==> config.mk <==
export PLATFORM = sky130hd
export DESIGN_NAME = qec_round_sequencer
export DESIGN_NICKNAME = d
export VERILOG_FILES = /design/src/rtl/qec_round_sequencer.sv
export SDC_FILE = /design/constraint.sdc
export NUM_CORES = 1
export LEC_CHECK = 0
export ABC_AREA = 1
export CAP_MARGIN = 20
export CORE_MARGIN = 2
export CORE_UTILIZATION = 49
export CTS_BUF_LIST = sky130_fd_sc_hd__clkbuf_4
export CTS_CLUSTER_SIZE = 28
export DETAILED_ROUTE_END_ITERATION = 16
export PLACE_DENSITY = 0.91
export RECOVER_POWER = 50
export SYNTH_ARGS = -nofsm -noshare
export SYNTH_HDL_FRONTEND = slang
export SYNTH_SLANG_ARGS = --single-unit
==> constraint.sdc <==
create_clock -name CLK -period 1.83 [get_ports CLK]
set_input_delay 0.2745 -clock CLK [delete_from_list [all_inputs] [get_ports CLK]]
set_output_delay 0.2745 -clock CLK [all_outputs]
set_load 0.01 [all_outputs]
==> src/rtl/qec_round_sequencer.sv <==
// Round sequencer for the 5-qubit code: requests X/Y/Z syndromes, issues them to a
// fixed-latency decoder, folds corrections into a Pauli frame and publishes it.
module qec_round_sequencer #(
  parameter int NQ      = 5,
  parameter int SYN_W   = 4,
  parameter int DEC_LAT = 2,
  parameter int RND_W   = 4
) (
  input  logic             CLK,
  input  logic             RST,
  input  logic             start,
  input  logic             abort,
  input  logic [RND_W-1:0] rounds,
  output logic             busy,
  output logic             meas_req,
  output logic [1:0]       meas_axis,
  input  logic             syn_valid,
  output logic             syn_ready,
  input  logic [SYN_W-1:0] syndrome,
  output logic             dec_valid,
  output logic [1:0]       dec_axis,
  output logic [SYN_W-1:0] dec_ancilla,
  input  logic [NQ-1:0]    dec_correction,
  output logic [NQ-1:0]    frame_x,
  output logic [NQ-1:0]    frame_z,
  output logic [3:0]       fail_count,
  output logic             frame_valid,
  input  logic             frame_ready
);

  localparam logic [2:0] S_IDLE  = 3'd0;
  localparam logic [2:0] S_REQ   = 3'd1;
  localparam logic [2:0] S_ISSUE = 3'd2;
  localparam logic [2:0] S_WAIT  = 3'd3;
  localparam logic [2:0] S_DONE  = 3'd4;

  localparam logic [1:0] AX_X = 2'd0;
  localparam logic [1:0] AX_Z = 2'd2;

  localparam int              WC_W    = (DEC_LAT > 1) ? $clog2(DEC_LAT) : 1;
  localparam logic [WC_W-1:0] WC_LOAD = WC_W'(DEC_LAT - 1);

  logic [2:0]       state;
  logic [1:0]       axis;
  logic [RND_W-1:0] rcnt;
  logic [WC_W-1:0]  wcnt;

  assign busy        = (state != S_IDLE);
  assign meas_req    = (state == S_REQ);
  assign syn_ready   = (state == S_REQ);
  assign meas_axis   = axis;
  assign dec_valid   = (state == S_ISSUE);
  assign frame_valid = (state == S_DONE);

  // dec_axis/dec_ancilla double as the captured syndrome: loaded on the REQ
  // handshake, they are presented during ISSUE and hold until the next capture.
  // NOTE: all state below uses non-blocking assignments so every branch reads pre-edge values.
  always_ff @(posedge CLK) begin
    if (RST) begin
      state       <= S_IDLE;
      axis        <= AX_X;
      rcnt        <= '0;
      wcnt        <= '0;
      dec_axis    <= AX_X;
      dec_ancilla <= '0;
      frame_x     <= '0;
      frame_z     <= '0;
      fail_count  <= '0;
    end else if (abort && (state != S_IDLE)) begin
      state <= S_IDLE;
      axis  <= AX_X;
    end else begin
      case (state)
        S_IDLE: begin
          if (start && (rounds != '0)) begin
            frame_x    <= '0;
            frame_z    <= '0;
            fail_count <= '0;
            axis       <= AX_X;
            rcnt       <= rounds;
            state      <= S_REQ;
          end
        end
        S_REQ: begin
          if (syn_valid) begin
            dec_ancilla <= syndrome;
            dec_axis    <= axis;
            state       <= S_ISSUE;
          end
        end
        S_ISSUE: begin
          wcnt  <= WC_LOAD;
          state <= S_WAIT;
        end
        S_WAIT: begin
          if (wcnt != '0) begin
            wcnt <= wcnt - WC_W'(1);
          end else begin
            // Y corrections land in both halves of the frame.
            if (axis != AX_Z) frame_x <= frame_x ^ dec_correction;
            if (axis != AX_X) frame_z <= frame_z ^ dec_correction;
            if ((dec_ancilla != '0) && (dec_correction == '0) && (fail_count != 4'hF))
              fail_count <= fail_count + 4'd1;
            if (axis == AX_Z) begin
              axis  <= AX_X;
              rcnt  <= rcnt - RND_W'(1);
              state <= (rcnt == RND_W'(1)) ? S_DONE : S_REQ;
            end else begin
              axis  <= axis + 2'd1;
              state <= S_REQ;
            end
          end
        end
        S_DONE: begin
          if (frame_ready) state <= S_IDLE;
        end
        default: state <= S_IDLE;
      endcase
    end
  end

endmodule

==> impl_metrics.json <==
{
  "synthCells": 240,
  "power.leakage_uw": 0.000894,
  "worst_r2r_path_depth": 8,
  "portBuffers": 45,
  "ys_seq_elements": 30,
  "holdBufCountCts": 0,
  "cp.depth": 3,
  "initial_core_util": 0.504,
  "dp_cells": 331,
  "ys_types": 27,
  "max-clock-path-buffers": 2,
  "slowest_stage": "clkdlybuf4s50_1",
  "worstHoldPathType": "reg2reg",
  "routed_wl_um": 4150,
  "netlist_area_sq_um": 1670,
  "ir_drop_mv": 0.540,
  "area_growth_pct": 32.7,
  "num_vias": 1764,
  "cts_tree": "yes",
  "floorplan.die_area_sq_um": 3890,
  "cts_buffers": 5,
  "drv_cap": 0,
  "drc": 0,
  "cp-start-kind": "register",
  "dp_hpwl_um": 3220,
  "clock-sinks": 30,
  "grt_overflow": 0,
  "finalCritPeriodShare": 0.962,
  "hp-start": "rcnt[1]$_SDFFE_PP0P_",
  "clkTransAtPathRegs_ns": 0.09,
  "path_max_fanout": 4,
  "min_period_ns": 1.76,
  "ys_seq_area_frac": 0.360,
  "globalplace.congestion": 0.816,
  "htreeDepth": 2,
  "status": "complete, no violations",
  "drtIter0Drc": 116,
  "grt_pass1_vias": 1612,
  "antenna_found_initial": 0,
  "setup_violations": 0,
  "cpLargestDelayFamily": "buffers and inverters",
  "synth_warnings": 0,
  "hold_depth": 2,
  "vias_per_cell": 5.20,
  "die_h_um": 62.4,
  "fmax_mhz": 568,
  "grt_pass1_wl_um": 7050,
  "wl_per_cell_um": 12.2,
  "grt_max_degree": 16,
  "crit_buf_inv": 2,
  "clockRootBuffer": "clkbuf_4",
  "grt_setup_unrepaired": "false",
  "nets": 314,
  "num_rows": 21,
  "syn-num-nets": 262,
  "fin_cells": 339,
  "path_cells": "inv_2 > nor3_1 > clkdlybuf4s50_1",
  "fp.dieW_um": 62.4,
  "power_density_nw_per_um2": 891,
  "antenna_left": 0,
  "relSlewSlack": 0.711,
  "n_antenna_cell": 0,
  "crit_start": "state[2]$_SDFFE_PP0P_",
  "ios": 46,
  "postCtsSetupBuffers": 0,
  "tns_ns": 0,
  "required_ns": 1.56,
  "coreArea_sq_um": 3310,
  "rr_startpoint": "state[0]$_SDFFE_PP0P_",
  "total_power_uw": 1970,
  "track_usage": 0.225,
  "critPathArrivalTime_ns": 1.49,
  "drt_first_pass_iters": 4,
  "clkLatencyLatePin_ns": 0.34,
  "post_synth.cell_area_avg_sq_um": 6.95,
  "slowest_delay_ns": 0.56,
  "finalHoldViolCount": 0,
  "crit_path_end_kind": "output pin",
  "tightest_slew_ns": 0.433,
  "clock_skew_ns": 0.00824,
  "holdWs_ns": 0.474,
  "critical_path_class": "reg2out",
  "drv_slew": 0,
  "drive_above_1_share": 0.113
}
-- area by class of cell --
class	count	area [sq um]
repair buffers	52	492
multi-input cells	184	936
clock inverters	2	8.76
flip-flops and latches	30	604
inverters	19	71.3
clock buffers	6	45.0
well taps	46	57.6
fillers	322	1100
-- layout by cell type (no fill, tap or decap), types with 4 or more instances in the layout --
cell type        count
a21oi_1             23
buf_4                5
clkbuf_4             6
clkdlybuf4s50_1     35
dfxtp_1             27
dlygate4sd3_1        7
inv_1               16
nand2_1             45
nand2_2              4
nand3_1             26
nor2_1              40
o21ai_0             15
xnor2_1             10
-- worst min-delay path, delay by kind of cell, from the launching register on --
kind / cells / cell delay (ns)
AO/OA/AOI/OAI: 1 / 0.06
flip-flops: 1 / 0.32
AND/OR/NAND/NOR: 1 / 0.06
-- layer usage --
| layer | GRT usage | up-vias | share of wire |
|---|---|---|---|
| li1 | - | 885 | - |
| met1 | 0.274 | 808 | 0.43 |
| met2 | 0.380 | 63 | 0.50 |
| met3 | 0.0598 | 8 | 0.061 |
| met4 | 0.0861 | 0 | 0.016 |
| met5 | 0 | - | 0 |
-- registers in the layout (all words and copies together) (netlist names) --
name	flops
meas_axis	2
frame_x	5
wcnt	1
frame_z	5
dec_axis	2
rcnt	4
state	3
dec_ancilla	4
fail_count	4
-- repair_timing --
item,4_1_cts,5_1_grt
resized for setup,5,1
hold endpoints to repair,0,0
pin swaps,0,0
endpoints found under the setup margin,5,1
-- Yosys cell counts --
cell	count	share of area
nand2_2	7	0.026
nand2_4	1	0.0067
nor3_1	1	0.0030
nand3_1	26	0.078
ha_1	3	0.022
inv_2	6	0.013
a21oi_1	23	0.069
buf_4	1	0.0045
or2_2	3	0.011
nand4_1	3	0.011
dfxtp_1	30	0.36
nor2_2	3	0.011
nand2_1	42	0.094
nor3b_1	1	0.0045
nor2_8	1	0.012
inv_1	13	0.029
nor3_2	1	0.0060
a21oi_4	1	0.0097
nor2_4	2	0.013
o21ai_0	15	0.045
xor2_1	1	0.0052
nand3b_1	1	0.0045
buf_6	1	0.0067
clkbuf_1	4	0.0090
xnor2_1	10	0.052
buf_2	1	0.0030
nor2_1	39	0.088
-- kinds of logic (layout without fill, tap and decap cells) --
group | count (synthesis) | in the layout | synth area share
xor+xnor | 11 | 11 | 0.0577
simple gates | 131 | 131 | 0.370
compound gates | 39 | 39 | 0.124
flops | 30 | 30 | 0.360
fa+ha+maj | 3 | 3 | 0.0225
buf+inv | 26 | 79 | 0.0660
-- power breakdown --
group          internal [uW]  leakage [uW]  switching [uW]
registers                731      0.000245            78.2
clock network            159     0.0000331             232
logic                    316      0.000616             458
-- worst paths after layout --
| path | endpoint | slack, ns |
|---|---|---|
| worst max-delay path | frame_valid | 0.07 |
| worst min-delay path | rcnt[1]$_SDFFE_PP0P_ | 0.47 |
| worst max register to register | rcnt[3]$_SDFFE_PP0P_ | 0.12 |
| worst min register to register | rcnt[1]$_SDFFE_PP0P_ | 0.47 |
-- through the flow --
step	worst slack (ns)	util	area, sq um
after CTS	0.0519	0.678	2240
after floorplan	0.412	-	1670
after global placement	0.121	0.662	2190
after global routing	0.0171	0.669	2210
after detailed placement	0.0895	0.662	2190
final	0.0703	0.669	2210
(Power assumes the default switching activity.)
